<file path="src/rtl/acq_sequencer_if.sv">
// acq_sequencer_if
// Handshake bundle between the acquisition sequencer, the UART block and the
// capture datapath.
//   rx_ready / rx_data     : received command byte, one-cycle valid pulse
//   sample_valid           : datapath has a fresh 4-channel sample
//   tx_ready               : UART transmitter idle
//   hold_data_sel          : latch current sample into hold registers (pulse)
//   byte_to_send_sel       : held byte routed to UART TX data input
//   tx_send                : start a UART transmission (pulse)
// master = sequencer side, slave = UART/datapath side.
interface acq_sequencer_if;
  logic       rx_ready;
  logic [7:0] rx_data;
  logic       sample_valid;
  logic       tx_ready;
  logic       hold_data_sel;
  logic [2:0] byte_to_send_sel;
  logic       tx_send;

  modport master (
    input  rx_ready, rx_data, sample_valid, tx_ready,
    output hold_data_sel, byte_to_send_sel, tx_send
  );

  modport slave (
    output rx_ready, rx_data, sample_valid, tx_ready,
    input  hold_data_sel, byte_to_send_sel, tx_send
  );
endinterface

</file>
<file path="src/rtl/acq_sequencer.sv">
// acq_sequencer
// Decodes single-byte UART commands, latches one 4-channel sample set into the
// datapath hold registers and streams the held frame out byte by byte through
// the UART transmitter, single-shot or continuous.
// Ports:
//   clk, reset_b      : system clock, async active-low reset
//   bus (master)      : UART rx/tx handshake and datapath hold/select
//   data_logging      : high while a capture session is active (state != IDLE)
//   frame_count       : frames fully transmitted since reset (wraps)
//   state_debug       : current state encoding
//
// state     | meaning
// ----------+---------------------------------------------------------
// IDLE      | waiting for 'S' or 'C'
// ARM       | waiting for a sample; 'X' aborts back to IDLE
// HOLD      | latch sample (pulse shows one cycle later), reset byte index
// SEND      | wait for UART idle, then fire tx_send for current byte
// WAIT_LOW  | wait for UART to go busy (byte accepted)
// WAIT_HIGH | wait for UART to go idle again (byte done)
// NEXT      | advance byte index or close the frame
module acq_sequencer #(
  parameter logic [7:0] CMD_SINGLE = 8'h53,
  parameter logic [7:0] CMD_CONT   = 8'h43,
  parameter logic [7:0] CMD_STOP   = 8'h58,
  parameter int         NUM_BYTES  = 8
) (
  input  logic                clk,
  input  logic                reset_b,
  acq_sequencer_if.master     bus,
  output logic                data_logging,
  output logic [15:0]         frame_count,
  output logic [2:0]          state_debug
);

  typedef enum logic [2:0] {
    IDLE      = 3'd0,
    ARM       = 3'd1,
    HOLD      = 3'd2,
    SEND      = 3'd3,
    WAIT_LOW  = 3'd4,
    WAIT_HIGH = 3'd5,
    NEXT      = 3'd6,
    RSVD      = 3'd7
  } state_t;

  localparam logic [2:0] LAST_IDX = 3'(NUM_BYTES - 1);

  state_t      state_q, state_d;
  logic        cont_q, cont_d;
  logic        stop_q, stop_d;
  logic [2:0]  idx_q, idx_d;
  logic        hold_q, hold_d;
  logic [2:0]  sel_q, sel_d;
  logic        send_q, send_d;
  logic        logging_q, logging_d;
  logic [15:0] frame_count_q, frame_count_d;

  logic cmd_single, cmd_cont, cmd_stop;

  assign cmd_single = bus.rx_ready && (bus.rx_data == CMD_SINGLE);
  assign cmd_cont   = bus.rx_ready && (bus.rx_data == CMD_CONT);
  assign cmd_stop   = bus.rx_ready && (bus.rx_data == CMD_STOP);

  always_comb begin
    state_d       = state_q;
    cont_d        = cont_q;
    stop_d        = stop_q;
    idx_d         = idx_q;
    sel_d         = sel_q;
    frame_count_d = frame_count_q;
    send_d        = 1'b0;
    // The latch pulse trails the HOLD state by one cycle so it lands two
    // cycles after sample_valid.
    hold_d        = (state_q == HOLD);

    // A stop during a frame only marks the session; the frame still finishes.
    if (cmd_stop && (state_q inside {HOLD, SEND, WAIT_LOW, WAIT_HIGH, NEXT}))
      stop_d = 1'b1;

    case (state_q)
      IDLE: begin
        if (cmd_single) begin
          state_d = ARM;
          cont_d  = 1'b0;
        end else if (cmd_cont) begin
          state_d = ARM;
          cont_d  = 1'b1;
        end
      end
      ARM: begin
        if (cmd_stop) begin
          state_d = IDLE;
          cont_d  = 1'b0;
          stop_d  = 1'b0;
        end else if (bus.sample_valid) begin
          state_d = HOLD;
        end
      end
      HOLD: begin
        idx_d   = 3'd0;
        state_d = SEND;
      end
      SEND: begin
        if (bus.tx_ready) begin
          send_d  = 1'b1;
          sel_d   = idx_q;
          state_d = WAIT_LOW;
        end
      end
      WAIT_LOW: begin
        if (!bus.tx_ready) state_d = WAIT_HIGH;
      end
      WAIT_HIGH: begin
        if (bus.tx_ready) state_d = NEXT;
      end
      NEXT: begin
        if (idx_q < LAST_IDX) begin
          idx_d   = idx_q + 3'd1;
          state_d = SEND;
        end else begin
          frame_count_d = frame_count_q + 16'd1;
          // stop_d already includes a stop arriving on this very cycle.
          if (cont_q && !stop_d) begin
            state_d = ARM;
          end else begin
            state_d = IDLE;
            cont_d  = 1'b0;
            stop_d  = 1'b0;
          end
        end
      end
      default: begin
        state_d = IDLE;
        cont_d  = 1'b0;
        stop_d  = 1'b0;
        idx_d   = 3'd0;
      end
    endcase

    logging_d = (state_d != IDLE);
  end

  always_ff @(posedge clk or negedge reset_b) begin
    if (!reset_b) begin
      state_q       <= IDLE;
      cont_q        <= 1'b0;
      stop_q        <= 1'b0;
      idx_q         <= 3'd0;
      hold_q        <= 1'b0;
      sel_q         <= 3'd0;
      send_q        <= 1'b0;
      logging_q     <= 1'b0;
      frame_count_q <= 16'd0;
    end else begin
      state_q       <= state_d;
      cont_q        <= cont_d;
      stop_q        <= stop_d;
      idx_q         <= idx_d;
      hold_q        <= hold_d;
      sel_q         <= sel_d;
      send_q        <= send_d;
      logging_q     <= logging_d;
      frame_count_q <= frame_count_d;
    end
  end

  assign bus.hold_data_sel    = hold_q;
  assign bus.byte_to_send_sel = sel_q;
  assign bus.tx_send          = send_q;
  assign data_logging         = logging_q;
  assign frame_count          = frame_count_q;
  assign state_debug          = state_q;

endmodule

</file>
<file path="src/flat_wrapper.sv">
// flat-port wrapper written by rule: the top's interface ports become plain ports
module acq_sequencer_flat 
#(
  parameter logic [7:0] CMD_SINGLE = 8'h53,
  parameter logic [7:0] CMD_CONT   = 8'h43,
  parameter logic [7:0] CMD_STOP   = 8'h58,
  parameter int         NUM_BYTES  = 8
)
  (clk, reset_b, data_logging, frame_count, state_debug, bus_rx_ready, bus_rx_data, bus_sample_valid, bus_tx_ready, bus_hold_data_sel, bus_byte_to_send_sel, bus_tx_send);
  acq_sequencer_if bus_i ();
  input  logic clk;
  input  logic reset_b;
  output logic data_logging;
  output logic [15:0] frame_count;
  output logic [2:0] state_debug;
  input wire logic [$bits(bus_i.rx_ready)-1:0] bus_rx_ready;
  input wire logic [$bits(bus_i.rx_data)-1:0] bus_rx_data;
  input wire logic [$bits(bus_i.sample_valid)-1:0] bus_sample_valid;
  input wire logic [$bits(bus_i.tx_ready)-1:0] bus_tx_ready;
  output wire logic [$bits(bus_i.hold_data_sel)-1:0] bus_hold_data_sel;
  output wire logic [$bits(bus_i.byte_to_send_sel)-1:0] bus_byte_to_send_sel;
  output wire logic [$bits(bus_i.tx_send)-1:0] bus_tx_send;
  assign bus_i.rx_ready = bus_rx_ready;
  assign bus_i.rx_data = bus_rx_data;
  assign bus_i.sample_valid = bus_sample_valid;
  assign bus_i.tx_ready = bus_tx_ready;
  assign bus_hold_data_sel = bus_i.hold_data_sel;
  assign bus_byte_to_send_sel = bus_i.byte_to_send_sel;
  assign bus_tx_send = bus_i.tx_send;
  acq_sequencer #(.CMD_SINGLE(CMD_SINGLE), .CMD_CONT(CMD_CONT), .CMD_STOP(CMD_STOP), .NUM_BYTES(NUM_BYTES)) u_core (.clk(clk), .reset_b(reset_b), .bus(bus_i), .data_logging(data_logging), .frame_count(frame_count), .state_debug(state_debug));
endmodule
</file>
<file path="config.mk">
export PLATFORM = sky130hd
export DESIGN_NAME = acq_sequencer_flat
export DESIGN_NICKNAME = d
export VERILOG_FILES = /design/src/rtl/acq_sequencer_if.sv /design/src/rtl/acq_sequencer.sv /design/src/flat_wrapper.sv
export SDC_FILE = /design/constraint.sdc
export NUM_CORES = 1
export LEC_CHECK = 0
export CAP_MARGIN = 20
export CORE_UTILIZATION = 52
export CTS_CLUSTER_DIAMETER = 200
export DETAILED_ROUTE_END_ITERATION = 6
export PLACE_DENSITY = 0.84
export SYNTH_ARGS = -nofsm -noshare
export SYNTH_HDL_FRONTEND = slang
export SYNTH_SLANG_ARGS = --single-unit
</file>
<file path="constraint.sdc">
create_clock -name clk -period 2.7 [get_ports clk]
set_input_delay 0.27 -clock clk [delete_from_list [all_inputs] [get_ports clk]]
set_output_delay 0.27 -clock clk [all_outputs]
set_load 0.01 [all_outputs]
</file>
==> impl_metrics.tcl <==
set metrics [dict create \
    status "completed" \
    fmax_mhz 550 \
    power_density_nw_per_um2 636 \
    seq_area_um2 751 \
    path_buf_inv 1 \
    cts_hold_buf 0 \
    clock_skew_ns 0.0142 \
    num_antenna_cells 0 \
    multiInputGateArea_um2 751 \
    yosysMostFrequentCell "dfrtp_1" \
    synth_edf_count 0 \
    portBuffers 37 \
    cts_setup_buffers 0 \
    vias_per_cell 5.87 \
    hold_slack_ns 0.312 \
    clk_pin_slew_ns 0.10 \
    row_count 19 \
    leakagePower_nw 0.911 \
    drive_above_1_share_pct 8.85 \
    worstSetupPathType "register to primary output" \
    gp_congestion 0.843 \
    drtIter0Drc 43 \
    pwr-share-seq_pct 48.0 \
    start_kind "register" \
    cts_buffer_depth 2 \
    drc 0 \
    n_fill_cell 231 \
    setup_viol 0 \
    cpPeakStageDelay_ns 0.63 \
    post-route-period-util_pct 67.3 \
    drtPass1Iterations 4 \
    endpoint_kind "primary output" \
    synth_top_area_cell "dfrtp_1" \
    clk_latency_ns 0.33 \
    syn_inst 149 \
    synth_area_leaders "dfrtp_1 49%, nand2_1 5.9%, xnor2_1 5.1%" \
    tightest_slew_ns 0.410 \
    period_needed_ns 1.82 \
    layout_setup_ws_ns 0.882 \
    p_int_w 0.000835 \
    arrival_ns 1.55 \
    synth.avg_cell_area_um2 10.3 \
    htree_levels 2 \
    path_max_fanout 16 \
    hold_class "primary input to asynchronous set/reset pin" \
    peakVddDrop_mv 0.561 \
    grt_pass1_wl_mm 5.53 \
    wirelength_mm 3.23 \
    cts_root_buf "clkbuf_4" \
    grt-ovfl-total 0 \
    antenna_found_initial 0 \
    synth_fp_nets 164 \
    dp_slack_ns 0.874 \
    power.share.switching_pct 34.1 \
    synth_ff_type "dfrtp_1" \
    ant_nets 0 \
    core_area_um2 2780 \
    cp_cell_sequence "clkdlybuf4s50_1" \
    crit_path_top_delay_cell "clkdlybuf4s50_1" \
    yosysUniqueCellTypes 37 \
    crit_family "buffers and inverters" \
    initial_utilization_pct 55.1 \
    drv_slew 0 \
    maxSlewHeadroom_pct 72.7 \
    finalSetupTns_ns 0 \
    ioPinCount 38 \
    rsz0062_at_grt "no" \
    synth-async-reset-ratio_pct 100 \
    cts_sinks 30 \
    synth-seq-area-share_pct 49.0 \
    cts_tree "done" \
    power_frac_clock_pct 21.8 \
    cts-resized-gates 0 \
    hold_viol 0 \
    layout.cells.non_filler 223 \
    cap_violations 0 \
    synth_top_area_share_pct 49.0 \
    grt_max_degree 31 \
    groute.usage.overall_pct 23.3 \
    vias 1309 \
    power.total_w 0.00127 \
    cts_buffers 5 \
    wl_per_cell_um 14.5 \
    dieWidth_um 56.3 \
    die_h_um 56.3 \
    post-dp-hpwl_mm 2.45 \
    required_ns 2.43 \
    dpl.cell_count 215 \
    grt_pass1_vias 1267 \
    nets 206 \
    synth_commonest_cells "30 x dfrtp_1, 24 x nand2_1, 9 x xnor2_1" \
    power_switching_w 0.000432 \
    area_growth_pct 30.1 \
    synthesis.area_um2 1530 \
    yosysWarnings 0 \
    die-area_um2 3170 \
    pwr-share-comb_pct 30.2 \
    ys_seq_elements 30 \
]
[stage by stage]
step	utilization (%)	area, um2
2_1_floorplan	-	1530
3_3_place_gp	69.5	1930
3_5_place_dp	69.5	1930
4_1_cts	71.7	1990
5_1_grt	71.7	1990
6_report	71.7	1990
[path summary, 6_finish.rpt]
check	startpoint	endpoint	slack [ns]	depth (start not counted)
worst max-delay path	u_core.state_debug[2]	state_debug[2]	0.88	1
worst min-delay path	reset_b	u_core.frame_count[4]	0.31	2
worst max register to register	u_core.state_debug[2]	u_core.frame_count[1]	0.96	3
worst min register to register	u_core.frame_count[15]	u_core.frame_count[15]	0.48	1
max in group asynchronous	reset_b	u_core.state_debug[1]	2.10	2
min in group clk	u_core.frame_count[15]	u_core.frame_count[15]	0.48	1
[placed cells by master (no fill, tap or decap), types with 2 or more instances in the layout]
master,n
a21oi_1,7
and3_1,2
and3b_1,2
and4_1,3
clkbuf_4,5
clkdlybuf4s50_1,37
dfrtp_1,30
ha_1,2
inv_1,4
mux2i_1,2
nand2_1,24
nand2b_1,4
nand3_1,5
nand3_2,2
nand4_1,7
nor2_1,6
nor3_1,4
nor4_2,2
o21ai_0,7
o221ai_1,2
xnor2_1,9
xor2_1,6
[final cells by class]
type                            instances  area share [%]
Multi-Input combinational cell        112            37.7
Clock inverter                          1           0.251
Clock buffer                            7            2.76
Inverter                                4           0.753
Tap cell                               31            1.95
Timing Repair Buffer                   38            19.0
Sequential cell                        30            37.7
[layer usage]
layer | part of all wire (%) | global-route usage [%] | vias up
met5 | 0 | 0 | -
met3 | 5.6 | 7.37 | 10
met2 | 51 | 38.6 | 50
met1 | 41 | 26.8 | 625
li1 | - | - | 624
met4 | 2.8 | 12.9 | 0
[logic make-up after synthesis]
group	count (synthesis)	share of synthesized area [%]
and+or+nand+nor	71	28.5
DFF	30	49.0
AOI/OAI and AO/OA	21	8.25
xor gates and xnor gates	15	8.58
buffers and inverters	7	1.96
muxes	3	2.04
adders and majority gates	2	1.63
[power groups by stage]
stage / Clock (W) / Sequential, W / Combinational [W]
3_5_place_dp: 0 / 0.000616 / 0.000381
2_1_floorplan: 0 / 0.000586 / 0.000247
6_report: 0.000277 / 0.000608 / 0.000382
5_1_grt: 0.000303 / 0.000619 / 0.000425
4_1_cts: 0.000285 / 0.000607 / 0.000384
3_3_place_gp: 0 / 0.000611 / 0.000374
[sequential cells by signal, summed over array words and instances (netlist names)]
name / count
u_core.stop_q: 1
u_core.bus.tx_send: 1
u_core.data_logging: 1
u_core.bus.byte_to_send_sel: 3
u_core.state_debug: 3
u_core.bus.hold_data_sel: 1
u_core.idx_q: 3
u_core.frame_count: 16
u_core.cont_q: 1
(Power assumes the default switching activity.)
